<file path="config.mk">
export PLATFORM = sky130hd
export DESIGN_NAME = mil_tx_msg_flat
export DESIGN_NICKNAME = d
export VERILOG_FILES = /design/src/rtl/mil_tx_msg_if.sv /design/src/rtl/mil_tx_msg.sv /design/src/flat_wrapper.sv
export SDC_FILE = /design/constraint.sdc
export NUM_CORES = 1
export LEC_CHECK = 0
export CAP_MARGIN = 20
export CORE_MARGIN = 3
export CORE_UTILIZATION = 49
export DETAILED_ROUTE_END_ITERATION = 7
export SYNTH_ARGS = -nofsm -noshare
export SYNTH_HDL_FRONTEND = slang
export SYNTH_SLANG_ARGS = --single-unit
</file>
<file path="constraint.sdc">
create_clock -name clk -period 5 [get_ports clk]
set_clock_uncertainty 0.2 [all_clocks]
set_input_delay 0.5 -clock clk [delete_from_list [all_inputs] [get_ports clk]]
set_output_delay 0.5 -clock clk [all_outputs]
set_load 0.05 [all_outputs]
</file>
<file path="src/rtl/mil_tx_msg_if.sv">
// Word-input handshake of the MIL-STD-1553 message transmitter.
// The master offers {s_cmd, s_last, s_data} with s_valid; the transmitter accepts on s_ready.
interface mil_tx_msg_if;
    logic [15:0] s_data;
    logic        s_cmd;
    logic        s_last;
    logic        s_valid;
    logic        s_ready;

    modport master (output s_data, s_cmd, s_last, s_valid, input s_ready);
    modport slave  (input s_data, s_cmd, s_last, s_valid, output s_ready);
endinterface

</file>
<file path="src/rtl/mil_tx_msg.sv">
// MIL-STD-1553 Manchester II message transmitter: word FIFO, sync/data/parity encoder
// and enforced inter-message idle gap, with level-sensitive inhibit/abort.
module mil_tx_msg #(
    parameter int FCLK_HZ  = 50000000,
    parameter int BIT_HZ   = 1000000,
    parameter int DEPTH    = 32,
    parameter int GAP_BITS = 4
) (
    input  logic                   clk,
    input  logic                   rst_n,
    mil_tx_msg_if.slave            bus,
    input  logic                   inh,
    output logic                   TXP,
    output logic                   TXN,
    output logic                   tx_en,
    output logic                   busy,
    output logic                   word_done,
    output logic                   msg_done,
    output logic                   underrun,
    output logic                   aborted,
    output logic [$clog2(DEPTH):0] fifo_level
);
    localparam int HALF    = FCLK_HZ / (2 * BIT_HZ);
    localparam int AW      = $clog2(DEPTH);
    localparam int GAP_LEN = GAP_BITS * 2 * HALF;
    localparam int HCW     = $clog2(HALF);
    localparam int GCW     = $clog2(GAP_LEN);

    typedef enum logic [2:0] {IDLE, SYNC, DATA, PARITY, GAP} state_t;

    // ---------------- word FIFO ----------------
    logic [17:0]   mem [DEPTH];
    logic [AW-1:0] wr_ptr, rd_ptr;
    logic [AW:0]   level, level_n;
    logic [17:0]   rd_word;
    logic          ready_en, push, pop, empty, full;

    assign empty       = (level == '0);
    assign full        = (level == (AW+1)'(DEPTH));
    assign bus.s_ready = ready_en & ~full & ~inh;
    assign push        = bus.s_valid & bus.s_ready;
    assign rd_word     = mem[rd_ptr];
    assign fifo_level  = level;

    // NOTE: storage array carries no reset; only the pointers and level define what is valid.
    always_ff @(posedge clk) begin
        if (push) mem[wr_ptr] <= {bus.s_cmd, bus.s_last, bus.s_data};
    end

    always_comb begin
        level_n = level;
        if (inh)               level_n = '0;
        else if (push && !pop) level_n = level + 1'b1;
        else if (pop && !push) level_n = level - 1'b1;
    end

    // NOTE: sequential state uses non-blocking assignments so every flop samples pre-edge values.
    always_ff @(posedge clk or negedge rst_n) begin
        if (!rst_n) begin
            wr_ptr   <= '0;
            rd_ptr   <= '0;
            level    <= '0;
            ready_en <= 1'b0;
        end else begin
            ready_en <= 1'b1;
            level    <= level_n;
            if (inh) begin
                rd_ptr <= wr_ptr;
            end else begin
                if (push) wr_ptr <= wr_ptr + 1'b1;
                if (pop)  rd_ptr <= rd_ptr + 1'b1;
            end
        end
    end

    // ---------------- word sequencer ----------------
    state_t         state, state_n;
    logic [HCW-1:0] hcnt, hcnt_n;
    logic [5:0]     hidx, hidx_n;
    logic [GCW-1:0] gcnt, gcnt_n;
    logic [15:0]    word_q, word_n;
    logic           cmd_q, cmd_n, last_q, last_n;
    logic           aborted_n;

    always_comb begin
        // NOTE: defaults first so no path through the case leaves a variable unassigned (no latches).
        state_n   = state;
        hcnt_n    = hcnt;
        hidx_n    = hidx;
        gcnt_n    = gcnt;
        word_n    = word_q;
        cmd_n     = cmd_q;
        last_n    = last_q;
        pop       = 1'b0;
        aborted_n = 1'b0;
        unique case (state)
            IDLE: begin
                if (!empty && !inh) begin
                    pop     = 1'b1;
                    state_n = SYNC;
                    hcnt_n  = '0;
                    hidx_n  = '0;
                end
            end
            SYNC, DATA, PARITY: begin
                if (inh) begin
                    state_n   = GAP;
                    gcnt_n    = '0;
                    aborted_n = 1'b1;
                end else if (hcnt != HCW'(HALF - 1)) begin
                    hcnt_n = hcnt + 1'b1;
                end else begin
                    hcnt_n = '0;
                    if (hidx == 6'd39) begin
                        hidx_n = '0;
                        // Chain straight into the next word when the message continues and data is ready.
                        if (!last_q && !empty) begin
                            pop     = 1'b1;
                            state_n = SYNC;
                        end else begin
                            state_n = GAP;
                            gcnt_n  = '0;
                        end
                    end else begin
                        hidx_n = hidx + 1'b1;
                        if (hidx == 6'd5)       state_n = DATA;
                        else if (hidx == 6'd37) state_n = PARITY;
                    end
                end
            end
            GAP: begin
                if (gcnt == GCW'(GAP_LEN - 1)) state_n = IDLE;
                else                           gcnt_n  = gcnt + 1'b1;
            end
            default: state_n = IDLE;
        endcase
        if (pop) {cmd_n, last_n, word_n} = rd_word;
    end

    // ---------------- output decode from next-state values ----------------
    logic       tx_en_n, lvl_n, word_done_n, msg_done_n, underrun_n;
    logic [4:0] dofs;

    always_comb begin
        tx_en_n = state_n inside {SYNC, DATA, PARITY};
        dofs    = 5'(hidx_n - 6'd6);
        unique case (state_n)
            SYNC:    lvl_n = cmd_n ^ (hidx_n >= 6'd3);
            DATA:    lvl_n = word_n[4'd15 - dofs[4:1]] ^ dofs[0];
            PARITY:  lvl_n = ~(^word_n) ^ hidx_n[0];
            default: lvl_n = 1'b0;
        endcase
        word_done_n = (state_n == PARITY) && (hidx_n == 6'd39) && (hcnt_n == HCW'(HALF - 1));
        msg_done_n  = word_done_n & last_n;
        // The FIFO content seen at the word's last clock is what decides chaining versus underrun.
        underrun_n  = word_done_n & ~last_n & (level_n == '0);
    end

    always_ff @(posedge clk or negedge rst_n) begin
        if (!rst_n) begin
            state     <= IDLE;
            hcnt      <= '0;
            hidx      <= '0;
            gcnt      <= '0;
            word_q    <= '0;
            cmd_q     <= 1'b0;
            last_q    <= 1'b0;
            TXP       <= 1'b0;
            TXN       <= 1'b0;
            tx_en     <= 1'b0;
            busy      <= 1'b0;
            word_done <= 1'b0;
            msg_done  <= 1'b0;
            underrun  <= 1'b0;
            aborted   <= 1'b0;
        end else begin
            state     <= state_n;
            hcnt      <= hcnt_n;
            hidx      <= hidx_n;
            gcnt      <= gcnt_n;
            word_q    <= word_n;
            cmd_q     <= cmd_n;
            last_q    <= last_n;
            TXP       <= tx_en_n & lvl_n;
            TXN       <= tx_en_n & ~lvl_n;
            tx_en     <= tx_en_n;
            busy      <= (state_n != IDLE);
            word_done <= word_done_n;
            msg_done  <= msg_done_n;
            underrun  <= underrun_n;
            aborted   <= aborted_n;
        end
    end
endmodule

</file>
<file path="src/flat_wrapper.sv">
// flat-port wrapper written by rule: the top's interface ports become plain ports
module mil_tx_msg_flat 
#(
    parameter int FCLK_HZ  = 50000000,
    parameter int BIT_HZ   = 1000000,
    parameter int DEPTH    = 32,
    parameter int GAP_BITS = 4
)
  (clk, rst_n, inh, TXP, TXN, tx_en, busy, word_done, msg_done, underrun, aborted, fifo_level, bus_s_data, bus_s_cmd, bus_s_last, bus_s_valid, bus_s_ready);
  mil_tx_msg_if bus_i ();
  input  logic clk;
  input  logic rst_n;
  input  logic inh;
  output logic TXP;
  output logic TXN;
  output logic tx_en;
  output logic busy;
  output logic word_done;
  output logic msg_done;
  output logic underrun;
  output logic aborted;
  output logic [$clog2(DEPTH):0] fifo_level;
  input wire logic [$bits(bus_i.s_data)-1:0] bus_s_data;
  input wire logic [$bits(bus_i.s_cmd)-1:0] bus_s_cmd;
  input wire logic [$bits(bus_i.s_last)-1:0] bus_s_last;
  input wire logic [$bits(bus_i.s_valid)-1:0] bus_s_valid;
  output wire logic [$bits(bus_i.s_ready)-1:0] bus_s_ready;
  assign bus_i.s_data = bus_s_data;
  assign bus_i.s_cmd = bus_s_cmd;
  assign bus_i.s_last = bus_s_last;
  assign bus_i.s_valid = bus_s_valid;
  assign bus_s_ready = bus_i.s_ready;
  mil_tx_msg #(.FCLK_HZ(FCLK_HZ), .BIT_HZ(BIT_HZ), .DEPTH(DEPTH), .GAP_BITS(GAP_BITS)) u_core (.clk(clk), .rst_n(rst_n), .bus(bus_i), .inh(inh), .TXP(TXP), .TXN(TXN), .tx_en(tx_en), .busy(busy), .word_done(word_done), .msg_done(msg_done), .underrun(underrun), .aborted(aborted), .fifo_level(fifo_level));
endmodule
</file>
After elaboration in Yosys (flattened, before gate mapping) --
Memories as Yosys holds them, arrays and structs flattened. Cells that the tools add are included.
Storage, ports and cells: register bits 65, memory bits (writable) 576, logic and storage cells 133, memories 1
Memory list:
- u_core.mem | words 32, bits a word 18, read ports 1, clocked after memory_dff 0, write ports 1, line mil_tx_msg.sv:32 | logic [17:0] mem [DEPTH];
Operators by class: $add $sub $neg 9, magnitude comparators 2, equality and inequality tests 19, mux-type cells 45, bitwise logic cells 16, reductions and logical operators 22
Operators by type and width (count):
- 6-bit two-way mux | 7
- 8-bit two-way mux | 5
- 5-bit two-way mux | 5
- 6-bit equality test, second input constant | 4
- 3-bit two-way mux | 8
- 16-bit two-way mux | 1
- 8-bit one-hot mux with 2 select lines | 1
- 16-bit XOR reduction | 1
- 5-bit by 1-bit adder with 5-bit output, second input constant | 3
- 6-bit by 1-bit adder with 6-bit output, second input constant | 2
- 3-bit by 2-bit equality test with 1-bit output, second input constant | 4
- 6-bit logical NOT | 2
- 1-bit two-way mux | 12
- 6-bit one-hot mux with 2 select lines | 1
- 5-bit one-hot mux with 2 select lines | 1
- 3-bit one-hot mux with 3 select lines | 1
- 8-bit by 1-bit adder with 8-bit output, second input constant | 1
- 1-bit bitwise AND | 8
- 8-bit equality test, second input constant | 1
- 3-bit by 1-bit equality test with 1-bit output, second input constant | 2
- 6-bit by 3-bit equality test with 1-bit output, second input constant | 1
- 6-bit by 2-bit greater-or-equal comparator with 1-bit output, second input constant | 1
- 1-bit logical AND | 6
- 3-bit != test, second input constant | 2
- 21 further kinds | 33

Depth between registers and ports, before layout --
depth after elaboration 15, depth in mapped cells 18, gate-level depth less buffers 17

Least setup slack after synthesis --
Ideal clock, no wire load.
path kind register to register, start point register u_core.level[0] (netlist: u_core.fifo_level[0]), end point memory u_core.mem[31][0] (enable), setup time 393 ps, data arrival time 4390 ps, data required time 4407 ps, setup slack 17 ps, cell stages (with the launch flop) 12, path buffers 3, clock period less this slack 4983 ps, path through dfrtp_1 inv_1 ha_1 or4b_1 buf_2 nor2_1 nor3b_1 and2_1 clkbuf_1 clkbuf_1 nand2_1 nor2_1
Between the ends: word-level cells in the longest chain between the ends 7
Ends and longest elaborated chain:
- from (decl) | line mil_tx_msg.sv:34 | logic [AW:0] level, level_n;
- from (signal assigned) | line mil_tx_msg.sv:66 | level <= level_n;
- 6-bit equality test | line mil_tx_msg.sv:39 | assign full = (level == (AW+1)'(DEPTH));
- 1-bit NOT | line mil_tx_msg.sv:40 | assign bus.s_ready = ready_en & ~full & ~inh;
- 1-bit bitwise AND (2 in series) | line mil_tx_msg.sv:40
- net bus_s_ready | line flat_wrapper.sv:27 | output wire logic [$bits(bus_i.s_ready)-1:0] bus_s_ready;
- 1-bit bitwise AND | line mil_tx_msg.sv:41 | assign push = bus.s_valid & bus.s_ready;
- 1-bit two-way mux | line mil_tx_msg.sv:47 | if (push) mem[wr_ptr] <= {bus.s_cmd, bus.s_last, bus.s_data};
- 1-bit two-way mux (not written as such) | line mil_tx_msg.sv:47
- to (decl) | line mil_tx_msg.sv:32
The timed path passes the listed nets, and every way through them passes these cells.

Worst setup path in the final report --
start point register u_core.rd_ptr[0], end point register u_core.TXP
Between the ends: word-level cells in the longest chain between the ends 7, elaborated cells on any way between the ends 12
Ends and longest elaborated chain:
- from (decl) | line mil_tx_msg.sv:33 | logic [AW-1:0] wr_ptr, rd_ptr;
- from (signal assigned) | line mil_tx_msg.sv:68 | rd_ptr <= wr_ptr;
- from (signal assigned) | line mil_tx_msg.sv:71 | if (pop) rd_ptr <= rd_ptr + 1'b1;
- memory read 32 x 18 bit (*)
- 16-bit two-way mux (*) | line mil_tx_msg.sv:137 | if (pop) {cmd_n, last_n, word_n} = rd_word;
- net u_core.word_n[0] | line mil_tx_msg.sv:81 | logic [15:0] word_q, word_n;
- 1-bit binary-select mux with 4-bit select or 16-bit XOR reduction (tied branches) | line mil_tx_msg.sv:149, mil_tx_msg.sv:150
- 1-bit two-way mux (not written as such) or 1-bit NOT (tied branches) | line mil_tx_msg.sv:149, mil_tx_msg.sv:150
- 1-bit XOR (on tied branches) | line mil_tx_msg.sv:149, mil_tx_msg.sv:150
- 1-bit one-hot mux with 3 select lines (*) | line mil_tx_msg.sv:147 | unique case (state_n)
- 1-bit bitwise AND (*) | line mil_tx_msg.sv:184 | TXP <= tx_en_n & lvl_n;
- to (signal assigned) | line mil_tx_msg.sv:184
- to (decl) | line mil_tx_msg.sv:13 | output logic TXP,
The timed path passes the listed nets; every way through them passes the cells marked *. The select of a mux whose other input is x is not followed. A chain may end at the register's enable or synchronous reset.

==> impl_results.md <==
* Arr. time, crit path at around 4.8 ns
* IO Port Bufs at 36
* Levels on crit path at 12
* DP Area at 0.0277 mm^2
* Storage cell area at 0.0189 mm^2
* Final setup TNS at 0 ns
* Fin. max-slew vios at 0
* Num ports at 37
* Cell row count at between 80 and 90
* Worst Setup Start Kind: flop
* Share of cells above drive strength 1 at 0.235
* Peak VDD IR at 387 uV
* Flops & latches, synth at about 640
* Vias/cell at 6.02
* Clock-pin slew of the registers on the worst-case setup and hold paths at approximately 0.06 ns
* Final Hold Vio Count at 0
* Initial antenna violation count at 1
* RSZ-0062 raised after global routing: false
* Gp weighted congestion at about 0.84
* # H-tree levels at 3
* Post-synthesis mux area share at 0.137
* Vias in the first global route at 14000
* Post-synthesis compound-gate area fraction at 0.0490
* Tcrit/Tclk final at 0.903
* Synthesized Nets at approximately 1500
* First-pass GRT wire length at about 95000 um
* Post-CTS Setup Bufs at 0
* Synth warn at 0
* Worst Tran Pin Value at approximately 1.0 ns
* DR WL/cell at around 28 um
* CP required at ~5.2 ns
* Initial DRC count at about 1200
* CTS buffer count at 67
* Post-Syn Area per Cell at around 18 um^2
* Initial Util at 0.497
* Sequential share of the synthesized area at 0.721
* Mapped Area at approximately 0.026 mm^2
* Hold-fix buffers, CTS at 1
* WP buf/inv at 1
* Diode count at 0
* Class of the worst hold path: input port to asynchronous set/reset pin
* Worst R2R Setup Slack at between 0.4 and 0.5 ns
* Max Cap Viol at 0
* Fmax at between 200 and 250 MHz
* Final setup vio count at 0
* Die width at between 200 and 250 um
* Primary FF master, synth: edfxtp_1
* Critical path's largest stage delay at roughly 0.83 ns
* Leak at between 10 and 15 nW
* Area share of the largest cell type after synthesis at 0.659
* Post-Synthesis Cells at roughly 1400
* Synth top cells by count: 576 x edfxtp_1, 114 x mux4_2, 72 x nor2_1
* Die Footprint at about 0.056 mm^2
* PwrDens at approximately 540 mW/mm^2
* Fill cell count at between 3000 and 4000
* Root Buffer: clkbuf_16
* Core Region at roughly 0.053 mm^2
* Synth area leader: edfxtp_1
* Cells on worst reg2reg path at 12
* Clock sink count at about 640
* Synth area leaders: edfxtp_1 66%, mux4_2 9.8%, dfrtp_1 6.2%
* Area of the multi-input gates at between 0.006 and 0.007 mm^2
* Largest net degree at the start of global routing at 55
* Simple-gate share of the synthesized area at 0.0515
* Area share of fa/ha/maj cells after synthesis at 0.00620
* Reg-to-Reg Start: u_core.rd_ptr[0]
* Total power at roughly 0.016 W
* Largest delay share family, worst path: XOR/XNOR gates
* Vias post-DR at around 14000
* Largest family of logic cells by synthesized area: multiplexers
* Critical path peak fanout at 32
* # DRC at 0
* XOR/XNOR Fraction of Synth Area at 0.0117
* Post-CTS Resized at 0
* Final antenna-violating net count at 0
* Final wirelength at about 64000 um
* Worst Setup End Kind: flop
* Worst Setup Path Type: flop to flop
* Worst-Skew Late Latency at approximately 0.6 ns
* Fin util at 0.570
* Hpwl dp at ~40000 um
* Period minus WS final at about 4.5 ns
* Vert. Die Dim at roughly 240 um
* Critical path's slowest cell: dfrtp_4
* Total GRT Usage at 0.232
* Cell Chain, Critical Path: buf_4, mux4_2, a22oi_1, a21oi_1, o21ai_0, nand2_1, xnor3_1, xnor2_1, xnor3_1, o21ai_2, xnor2_1, o22ai_1
* Reg2reg end: u_core.TXP
* Pre-Repair DR Iteration Count at 5
* Area growth syn-to-layout at 14.5%
* Post-synth ARST share at 0.101
* CTS Buffer Depth at 3
* Top-count cell post-synth: edfxtp_1
* Synth unique cells at a little over 90
* GRT Residual Overflow at 0
* Relative slew margins at 0.301
* Cell area after layout at 0.0301 mm^2
* CTS tree: done
* Post-synth EDFFs at roughly 580
* Outcome: complete, no violations
* Final layout net count at 1588
registers in the layout (all words and copies together), names as in the netlist, 3 cells and up:
register           flops
u_core.mem           576
u_core.word_q         16
u_core.gcnt            8
u_core.fifo_level      6
u_core.hidx            6
u_core.hcnt            5
u_core.rd_ptr          5
u_core.wr_ptr          5
u_core.state           3
stage by stage:
step                      std cells  hold WS [ns]  worst slack [ns]
after floorplan                1425       0.00441            0.0172
after global placement         2158         0.287             0.484
after detailed placement       2158         0.303             0.386
after CTS                      2281         0.319             0.432
after global routing           2294        0.0443             0.226
final                          2294        0.0391             0.486
kinds of logic (layout without fill, tap and decap cells):
group,Yosys count,after routing
adder cells (fa/ha/maj),13,13
AO/OA/AOI/OAI,178,178
multiplexers,198,198
flip-flops,641,641
XOR/XNOR,28,28
other,1,1
AND/OR/NAND/NOR,265,265
buffers and inverters,101,282
area by class of cell:
cell class,count,share of cell area
inverter,28,0.00350
tap,688,0.0286
clock buffer,85,0.0594
timing repair buffer,132,0.0440
sequential,641,0.630
clock inverter,37,0.00878
multi-input combinational,683,0.226
report_power, final:
group	switching, W	internal, W	total [W]	leakage [nW]
Combinational	0.00288	0.00237	0.00525	3.01
Clock	0.00202	0.00265	0.00467	0.990
Sequential	0.000359	0.00610	0.00646	6.01
Total	0.00526	0.0111	0.0164	10.0
cell usage in the layout (no fill, tap or decap), types with 9 or more instances in the layout:
cell type        Yosys  layout
edfxtp_1           576     576
mux4_2             114     114
buf_4               11      77
clkbuf_16            0      72
nand2_1             62      62
dfrtp_1             65      62
mux2i_1             61      61
nor2_1              72      39
nor2_2               2      35
clkdlybuf4s50_1      0      35
o21ai_0             33      33
inv_1               26      26
a21oi_1             24      24
a22oi_1             22      22
clkinv_1             2      18
nand3_1             17      17
and2_1              17      17
clkbuf_1            24      16
nand4_1             14      14
xnor2_1             14      14
mux2_2              13      13
ha_1                13      13
a211oi_1            11      11
nor2b_1             10      10
o22ai_1             10      10
mux4_1              10      10
nand2b_1             9       9
xor2_1               9       9
routing by layer:
metal	vias to the layer above	track usage	wire length (um)
li1	6028	-	-
met1	7198	0.316	26800
met3	106	0.0509	4410
met5	-	0	0
met2	486	0.372	30800
met4	0	0.0859	2010
worst max-delay path by stage:
stage / to / from / slack [ns]
after CTS: u_core.TXP / u_core.rd_ptr[0] / 0.43
after detailed placement: u_core.TXP / inh / 0.39
after global routing: u_core.TXP / u_core.fifo_level[0] / 0.23
final: u_core.TXP / u_core.rd_ptr[0] / 0.49
after global placement: u_core.TXP / u_core.rd_ptr[0] / 0.48
after floorplan: u_core.mem[31][0] / u_core.fifo_level[0] / 0.02
(Power assumes the default switching activity.)
